File: src/rtl/argmax_stream_ctrl.sv
// Serial argmax over one frame of N_CLASSES scores using a single compare-and-select path.
// Define ARGMAX_SIGNED_EN to treat scores as two's-complement; the default build compares unsigned.
module argmax_stream_ctrl #(
  parameter int N_CLASSES = 10,
  parameter int DATA_W    = 8,
  parameter int IDX_W     = 4
) (
  input  logic              clk,
  input  logic              rst,
  input  logic              start,
  input  logic              in_valid,
  input  logic [DATA_W-1:0] in_data,
  output logic              in_ready,
  output logic              busy,
  output logic              out_valid,
  input  logic              out_ready,
  output logic [IDX_W-1:0]  out_idx,
  output logic [DATA_W-1:0] out_max,
  output logic [1:0]        dbg_state
);

  // Handshakes: a beat moves on a cycle where in_valid && in_ready; the result moves on a
  // cycle where out_valid && out_ready. out_valid never drops before it is accepted.
  typedef enum logic [1:0] {
    IDLE = 2'd0,
    LOAD = 2'd1,
    DONE = 2'd2
  } state_t;

  localparam logic [IDX_W-1:0] LAST_IDX = IDX_W'(N_CLASSES - 1);

  state_t            state, state_nxt;
  logic [IDX_W-1:0]  cnt;
  logic [IDX_W-1:0]  best_idx;
  logic [DATA_W-1:0] best_val;
  logic              accept;
  logic              last_beat;
  logic              higher;
  logic              take;

  assign accept    = in_valid && in_ready;
  assign last_beat = (cnt == LAST_IDX);
  assign dbg_state = state;

`ifdef ARGMAX_SIGNED_EN
  assign higher = ($signed(in_data) > $signed(best_val));
`else
  assign higher = (in_data > best_val);
`endif

  // Strict compare keeps the earlier index on ties; beat 0 always seeds the best registers.
  assign take = (cnt == '0) || higher;

  always_comb begin
    state_nxt = state;
    in_ready  = 1'b0;
    busy      = 1'b0;
    out_valid = 1'b0;
    case (state)
      IDLE: begin
        if (start) state_nxt = LOAD;
      end
      LOAD: begin
        in_ready = 1'b1;
        busy     = 1'b1;
        if (accept && last_beat) state_nxt = DONE;
      end
      DONE: begin
        busy      = 1'b1;
        out_valid = 1'b1;
        if (out_ready) state_nxt = IDLE;
      end
      default: state_nxt = IDLE;
    endcase
  end

  always_ff @(posedge clk or posedge rst) begin
    if (rst) state <= IDLE;
    else     state <= state_nxt;
  end

  always_ff @(posedge clk or posedge rst) begin
    if (rst) begin
      cnt <= '0;
    end else if (state == IDLE && start) begin
      cnt <= '0;
    end else if (accept && !last_beat) begin
      cnt <= cnt + 1'b1;
    end
  end

  always_ff @(posedge clk or posedge rst) begin
    if (rst) begin
      best_val <= '0;
      best_idx <= '0;
    end else if (accept && take) begin
      best_val <= in_data;
      best_idx <= cnt;
    end
  end

  // Result registers capture the final winner on the last beat, so they stay put while the
  // next frame is loading and only change when a new result is ready.
  always_ff @(posedge clk or posedge rst) begin
    if (rst) begin
      out_idx <= '0;
      out_max <= '0;
    end else if (accept && last_beat) begin
      out_idx <= take ? cnt : best_idx;
      out_max <= take ? in_data : best_val;
    end
  end

endmodule

File: config.mk
export PLATFORM = sky130hd
export DESIGN_NAME = argmax_stream_ctrl
export DESIGN_NICKNAME = d
export VERILOG_FILES = /design/src/rtl/argmax_stream_ctrl.sv
export SDC_FILE = /design/constraint.sdc
export NUM_CORES = 1
export LEC_CHECK = 0
export CORE_UTILIZATION = 40
export DETAILED_ROUTE_END_ITERATION = 6
export GPL_TIMING_DRIVEN = 0
export PLACE_DENSITY = 0.69
export SLEW_MARGIN = 20
export SYNTH_ARGS = -nofsm -noshare
export SYNTH_HDL_FRONTEND = slang
export SYNTH_SLANG_ARGS = --single-unit
File: constraint.sdc
create_clock -name clk -period 3.3 [get_ports clk]
set_clock_uncertainty 0.15 [all_clocks]
set_input_delay 0.33 -clock clk [delete_from_list [all_inputs] [get_ports clk]]
set_output_delay 0.33 -clock clk [all_outputs]
set_load 0.01 [all_outputs]
After elaboration in Yosys (flattened, before gate mapping)

Index checks and enable logic that the tools add are counted.

Add/sub/neg operators: 1
Order comparisons: 1
Eq/ne operators: 6
Muxes and demuxes: 11
Reduce and logical (&&, ||, !) cells: 12

Operators with widths:

| operator                                                              | count |
|---|---|
| 4-bit 2-to-1 mux                                                      | 3 |
| 8-bit greater-than comparator                                         | 1 |
| 8-bit 2-to-1 mux                                                      | 1 |
| 2-bit 2-to-1 mux                                                      | 3 |
| 2-bit != test, second input constant                                  | 3 |
| 2-bit one-hot mux with 3 select lines                                 | 1 |
| 1-bit logical AND                                                     | 5 |
| 4-bit by 1-bit adder with 4-bit output, second input constant         | 1 |
| 4-bit equality test, second input constant                            | 1 |
| 4-bit logical NOT                                                     | 1 |
| 1-bit 2-to-1 mux                                                      | 3 |
| 3-bit AND reduction                                                   | 1 |
| 2-bit by 1-bit equality test with 1-bit output, second input constant | 1 |
| 2-bit equality test, second input constant                            | 1 |
| 2-bit logical NOT                                                     | 1 |
| 2-bit nonzero test                                                    | 1 |
| 2-bit OR reduction                                                    | 1 |
| 1-bit logical NOT                                                     | 1 |
| 1-bit logical OR                                                      | 1 |

Bits in registers: 30
Logic and storage cells: 37

Longest topological paths before layout

Gate-level depths: netlist of the first run.

Depth after elaboration: 6
Mapped depth: 8
Depth with buffers taken out: 7

Worst setup path before layout of the first run

OpenSTA, ideal clock, no wires.

Kind: register to register
From: register best_val[5]
To: register best_idx[0]
Arrival time: 1.909 ns
Slack: 1.116 ns
Stages on the path, launching flop included: 9
Buffers on the path: 1
Cell sequence: dfrtp_1 > inv_1 > ha_1 > a211oi_1 > nor2_1 > or3_1 > o21ai_2 > buf_6 > mux2_2

Longest elaborated chain between the ends: 3

RTL lines:

| element                       | RTL line | source |
|---|---|---|
| from (decl)                   | 35       | `logic [DATA_W-1:0] best_val;` |
| from (signal assigned)        | 97       | `best_val <= in_data;` |
| 8-bit greater-than comparator | 48       | `assign higher = (in_data > best_val);` |
| 1-bit logical OR              | 52       | `assign take = (cnt == '0) \|\| higher;` |
| 1-bit logical AND             | 96       | `end else if (accept && take) begin` |
| to (signal assigned)          | 98       | `best_idx <= cnt;` |
| to (decl)                     | 34       | `logic [IDX_W-1:0] best_idx;` |

Every way passes these cells.
A chain may end at the register's enable or synchronous reset.

Final worst setup path of the first run

From: input port in_data[7]
To: register out_max[6]

Longest elaborated chain between the ends: 3

RTL lines:

| element                       | RTL line | source |
|---|---|---|
| from (decl)                   | 12       | `input logic [DATA_W-1:0] in_data,` |
| 8-bit greater-than comparator | 48       |  |
| 1-bit logical OR              | 52       |  |
| 8-bit 2-to-1 mux              | 110      | `out_max <= take ? in_data : best_val;` |
| to (signal assigned)          | 110      |  |
| to (decl)                     | 18       | `output logic [DATA_W-1:0] out_max,` |

Every way passes these cells.

==> metrics.cfg, run 1 <==
[run_status]
status=finished clean

[power]
powerDensity_nw_per_um2=671
power.switching_uw=557
peakVddDrop_v=0.000297
p_int_uw=905
power_frac_comb=0.436
pwr-share-seq=0.357
p_leak_uw=0.000979
swShare=0.381
design_power_total_uw=1460
clock_power_share=0.207

[yosys]
synth_area_leader_cell=dfrtp_1
ys_warn_count=0
synth_cell_types=34
ys_top_cells_by_count=30 x dfrtp_1, 16 x ha_1, 15 x inv_1
ys.flop_type=dfrtp_1
ys_ff_latch=30
synth_most_common_cell=dfrtp_1
syn-num-nets=198
synth-edff-count=0
postSynthCellCount=169
synth_area_sq_um=1740
synth_top_area_frac=0.433
synthArstFlopShare=1.00
ys_seq_area_frac=0.433
syn_area_per_cell_sq_um=10.3
synth_area_leaders=dfrtp_1 43%, ha_1 12%, mux2_2 7.1%, a221o_1 4.0%, inv_1 3.2%

[timing]
holdWs_ns=0.287
drv_slew=0
setup_viol=0
hold_viol_final=0
period_minus_slack_ns=2.51
fin_crit_sh=0.761
setup_ws_ns=0.789
slew_headroom=0.587
tightest_slew_ns=0.619
max_freq_mhz=398
setup-tns-final_ns=0
rsz0062_at_grt=false

[layout]
nFillCells=390
num_antenna_cells=0
drive_gt1_frac=0.131
stdcell_count=256
area_growth_pct=25.6
nNetsFinal=234

[placed_design]
place_congestion=0.810
io_buffer_count=29
dp_slack_ns=0.513
hpwl_microns=2660
place_inst=248

[routing]
viasPerCell=5.25
via_count=1345
drtIter0Drc=52
drc_errors=0
first_pass_iters=4
ant_nets=0
wl_microns=3740
wl_per_cell_microns=14.6

[setup_path]
crit_chain=clkdlybuf4s50_1, ha_1, nand4_1, or2_2, o21ai_2, nand2_1, a221o_1
crit_type=primary input to register
worstPathRequired_ns=3.31
slowest_stage=clkdlybuf4s50_1
crit_path_start_kind=primary input
worst_ep_arrival_time_ns=2.53
crit_buf_inv=1
cp_top_family=simple AND/OR/NAND/NOR gates
slowest_delay_ns=0.46
path_max_fanout=9
crit_path_end_kind=register

[global_route]
grt.total_usage=0.185
grt_pass1_vias=1341
grt_pass1_wl_microns=6210
antenna_found_initial=0
grt-ovfl-total=0
grt_max_degree=31

[floorplan]
die-width_microns=67.9
start_util=0.425
rows=23
io_pins=30
chipHeight_microns=67.9
core_area_sq_um=4090
die-area_sq_um=4610

[clock_network]
ctsHtreeMaxLevel=2
clock-sinks=30
cts.path.max_buffers=2
clkTransAtPathRegs_ns=0.06
cts_resized=0
cts_hold_buf=0
cts_buffers=5
cts_root_buf=clkbuf_8
post_cts_buffers=0
cts_tree=yes
insertion_delay_ns=0.28

[flow_run]
drv_cap=0

[worst_hold_path]
hold_class=primary input to asynchronous set/reset pin

-- metal layers --
layer,track usage,vias up,share of wire
met5,0,-,0
met4,0.0703,0,0.018
met3,0.0500,6,0.034
met2,0.298,23,0.47
met1,0.237,628,0.48
li1,-,688,-
-- layout by cell type, fill, tap and decap left out, types with 2 or more instances in the layout --
master	count
inv_1	14
clkbuf_1	5
or2_2	2
nand4_1	7
a31oi_1	4
a21oi_1	7
o21ai_0	4
and2_1	8
nor2_1	8
xor2_1	2
nand3_1	9
clkdlybuf4s50_1	29
a221o_1	7
nand2_1	6
clkbuf_8	6
buf_6	2
nor3_1	7
o21ai_2	2
dfrtp_1	30
o31ai_1	3
ha_1	16
mux2_2	11
a211oi_1	2
-- cells by family after synthesis --
| group | synth area share |
|---|---|
| adders and majority gates | 0.115 |
| DFF | 0.433 |
| buffers and inverters | 0.0569 |
| AOI/OAI and AO/OA | 0.149 |
| and+or+nand+nor | 0.154 |
| xor gates and xnor gates | 0.0151 |
| muxes | 0.0771 |
-- area by class of cell --
cell class	count	area, sq um	share of cell area
Timing Repair Buffer	29	290	0.133
Sequential cell	30	751	0.344
Tap cell	50	62.6	0.0287
Multi-Input combinational cell	117	886	0.406
Buffer	7	42.5	0.0195
Inverter	15	56.3	0.0258
Clock inverter	1	5.00	0.00230
Clock buffer	7	86.3	0.0396
-- path summary, 6_finish.rpt --
kind | start | end | slack [ns] | cells after the start
setup / recovery | in_data[7] | out_max[6] | 0.79 | 7
hold / removal | rst | out_idx[3] | 0.29 | 2
setup reg to reg | best_val[7] | out_max[6] | 0.92 | 7
hold reg to reg | out_idx[2] | out_idx[2] | 0.34 | 1
max in group asynchronous | rst | best_val[1] | 2.30 | 2
min in group clk | out_idx[2] | out_idx[2] | 0.34 | 1
-- flip-flops by register name (all words and copies together) (netlist names) --
name	cells
best_idx	4
dbg_state	2
out_max	8
best_val	8
out_idx	4
cnt	4
-- through the flow --
stage | util | area, sq um
after floorplan | - | 1740
after global placement | 0.511 | 2090
after detailed placement | 0.511 | 2090
after CTS | 0.533 | 2180
after global routing | 0.533 | 2180
final | 0.533 | 2180
-- power groups by stage --
stage	registers [uW]	logic (uW)	clock network [uW]
finish	522	637	303
global route	535	722	328
CTS	521	642	315
detailed placement	528	640	0
global placement	524	627	0
floorplan	513	444	0
Note: power is estimated with default switching activity, not from simulation.
==> run 2, diff against run 1 <==
--- a/config.mk
+++ b/config.mk
@@ -8,7 +8,7 @@
 export CORE_UTILIZATION = 40
 export DETAILED_ROUTE_END_ITERATION = 6
 export GPL_TIMING_DRIVEN = 0
-export PLACE_DENSITY = 0.69
+export PLACE_DENSITY = 0.72
 export SLEW_MARGIN = 20
 export SYNTH_ARGS = -nofsm -noshare
 export SYNTH_HDL_FRONTEND = slang
==> constraint.sdc (replaced) <==
create_clock -name clk -period 2.1 [get_ports clk]
set_clock_uncertainty 0.15 [all_clocks]
set_input_delay 0.21 -clock clk [delete_from_list [all_inputs] [get_ports clk]]
set_output_delay 0.21 -clock clk [all_outputs]
set_load 0.01 [all_outputs]
==> run 2 against run 1 <==
Effect of this change:
- highest routed layer unchanged
- first-iteration DRC count up 63%
- non-clock buffer count up 20
- setup slack worse by 0.96 ns
- cell count up 8.2%
- clock power up 61%
- largest cell class unchanged
- critical endpoint is now best_idx[1]
- combinational power rose to 2.7 times the previous value
- the run now ends with setup timing left
- critical path depth up 1
- sequential power up 60%
==> metrics.cfg, run 2 (same netlist as run 1, synthesis figures left out) <==
[run_status]
status=finished with violations  ; was finished clean
violations=setup timing

[timing]
max_freq_mhz=440
rsz0062_at_grt=true  ; was false
setup-tns-final_ns=-3.19  ; was 0 ns
slew_headroom=0.579  ; was 0.587
setup_ws_ns=-0.171  ; was 0.789 ns
drv_slew=0  ; unchanged
hold_viol_final=0  ; unchanged
period_minus_slack_ns=2.27
setup_viol=24  ; was 0
tightest_slew_ns=0.631  ; was 0.619 ns
fin_crit_sh=1.08

[setup_path]
crit_chain=clkdlybuf4s50_1, ha_4, o21ai_2, nor2_2, or3_4, o21ai_4, buf_6, mux2_4  ; was clkdlybuf4s50_1, ha_1, nand4_1, or2_2, o21ai_2, nand2_1, a221o_1
worst-r2r-setup-slack_ns=-0.15  ; was 0.92 ns
slowest_delay_ns=0.58  ; was 0.46 ns
rr_worst_depth=8  ; was 7
worstPathRequired_ns=2.13  ; was 3.31 ns
cp_top_family=buffers and inverters  ; was simple AND/OR/NAND/NOR gates
rr_endpoint=best_idx[1]  ; was out_max[6]
path_max_fanout=5  ; was 9
crit_path_end_kind=register  ; unchanged
r2r_start=best_val[5]  ; was best_val[7]
worst_ep_arrival_time_ns=2.30  ; was 2.53 ns
crit_end=best_idx[1]  ; was out_max[6]
crit_buf_inv=2  ; was 1
critPathLaunch=in_data[6]  ; was in_data[7]
crit_path_start_kind=primary input  ; unchanged
crit_type=primary input to register  ; unchanged
critical_path_depth=8  ; was 7
slowest_stage=clkdlybuf4s50_1  ; unchanged

[layout]
layout_common_cells=27 x dfrtp_1, 26 x clkdlybuf4s50_1, 17 x buf_4, 11 x inv_1, 11 x ha_1  ; was 30 x dfrtp_1, 29 x clkdlybuf4s50_1, 16 x ha_1, 14 x inv_1, 11 x mux2_2
drive_gt1_frac=0.366  ; was 0.131
reg_top3=best_val (8), out_max (8)  ; unchanged
nNetsFinal=255  ; was 234
num_antenna_cells=0  ; unchanged
stdcell_count=277  ; was 256
final_util=0.643  ; was 0.533
layout_commonest_cell=dfrtp_1  ; unchanged
area_growth_pct=51.3  ; was 25.6%

[floorplan]
chipHeight_microns=67.9  ; unchanged
core_area_sq_um=4090  ; unchanged
start_util=0.425  ; unchanged
die-area_sq_um=4610  ; unchanged
io_pins=30  ; unchanged
die-width_microns=67.9  ; unchanged
rows=23  ; unchanged

[routing]
first_pass_iters=4  ; unchanged
via_count=1530  ; was 1345
ant_nets=0  ; unchanged
drc_errors=0  ; unchanged
viasPerCell=5.52  ; was 5.25
drtIter0Drc=85  ; was 52
wl_per_cell_microns=17.6  ; was 14.6 microns
wl_microns=4880  ; was 3740 microns

[power]
swShare=0.399  ; was 0.381
power.switching_uw=1210  ; was 557 uW
p_leak_uw=0.00117  ; was 0.000979 uW
pwr-share-seq=0.275  ; was 0.357
clock_power_share=0.161  ; was 0.207
power_frac_comb=0.564  ; was 0.436
peakVddDrop_v=0.000633  ; was 0.000297 V
p_int_uw=1830  ; was 905 uW
powerDensity_nw_per_um2=1160  ; was 671 nW/um^2
design_power_total_uw=3040  ; was 1460 uW

[clock_network]
cts_hold_buf=0  ; unchanged
cts_tree=yes  ; unchanged
clkTransAtPathRegs_ns=0.06  ; about the same
cts_root_buf=clkbuf_8  ; unchanged
clock-sinks=30  ; unchanged
cts.path.max_buffers=2  ; unchanged
insertion_delay_ns=0.29  ; was 0.28 ns
ctsHtreeMaxLevel=2  ; unchanged
cts_buffers=5  ; unchanged

[global_route]
grt_pass1_wl_microns=6840  ; was 6210 microns
antenna_found_initial=0  ; unchanged
grt-ovfl-total=0  ; unchanged
grt.total_usage=0.206  ; was 0.185
grt_max_degree=31  ; unchanged
grt_pass1_vias=1398  ; was 1341

[placed_design]
place_inst=248  ; unchanged
io_buffer_count=29  ; unchanged
hpwl_microns=2630  ; was 2660 microns
dp_slack_ns=-0.595  ; was 0.513 ns
place_congestion=0.842  ; was 0.810

[worst_hold_path]
hold_class=primary input to register  ; was primary input to asynchronous set/reset pin

[flow_run]
drv_cap=0  ; unchanged

==> run 2: cell count changes in the layout (fill, tap and decap cells not counted), moves of 5 or more <==
cell    change
mux2_4      +9
buf_4      +17
buf_6       +5
ha_4        +5
mux2_2      -9
ha_1        -5
==> run 2: power by group through the flow <==
stage                     clock, uW  combinational, uW  sequential (uW)
after floorplan                   0                721              809
after global placement            0               1010              824
after detailed placement          0               1020              827
after CTS                       491               1270              823
after global routing            519               1830              857
final                           489               1710              836
==> run 2: how the worst min path moves through the flow <==
stage	slack, ns	to	cells after the start	startpoint
floorplan	0.15	best_idx[0]	1	rst
global placement	0.33	out_idx[2]	1	out_idx[2]
detailed placement	0.32	out_idx[2]	1	out_idx[2]
CTS	0.19	best_val[5]	2	rst
global route	0.17	best_val[1]	2	in_data[1]
finish	0.16	best_val[1]	2	in_data[1]
==> run 2: final cells by class <==
class | instances | area (sq um)
inverter | 15 | 56.3
clock buffer | 7 | 86.3
timing repair buffer | 49 | 452
sequential | 30 | 754
fill | 320 | 1460
buffer | 7 | 61.3
clock inverter | 1 | 5.00
tap | 50 | 62.6
multi-input combinational | 118 | 1150
==> run 2: repair_timing <==
item	CTS	global route
resized for setup	27	46
endpoints found under the setup margin	25	26
cloned	2	2
buffers inserted	8	9
pin swaps	8	7
==> run 2: through the flow <==
stage,instance area [sq um],hold slack [ns]
2_1_floorplan,1750,0.147
5_1_grt,2630,0.172
3_3_place_gp,2110,0.328
4_1_cts,2350,0.194
6_report,2630,0.157
3_5_place_dp,2110,0.323
==> run 2: routing by layer <==
layer / vias up / global-route usage / part of all wire
met2: 44 / 0.312 / 0.47
met5: - / 0 / 0
met1: 739 / 0.274 / 0.44
met3: 14 / 0.0433 / 0.046
met4: 0 / 0.107 / 0.034
li1: 733 / - / -
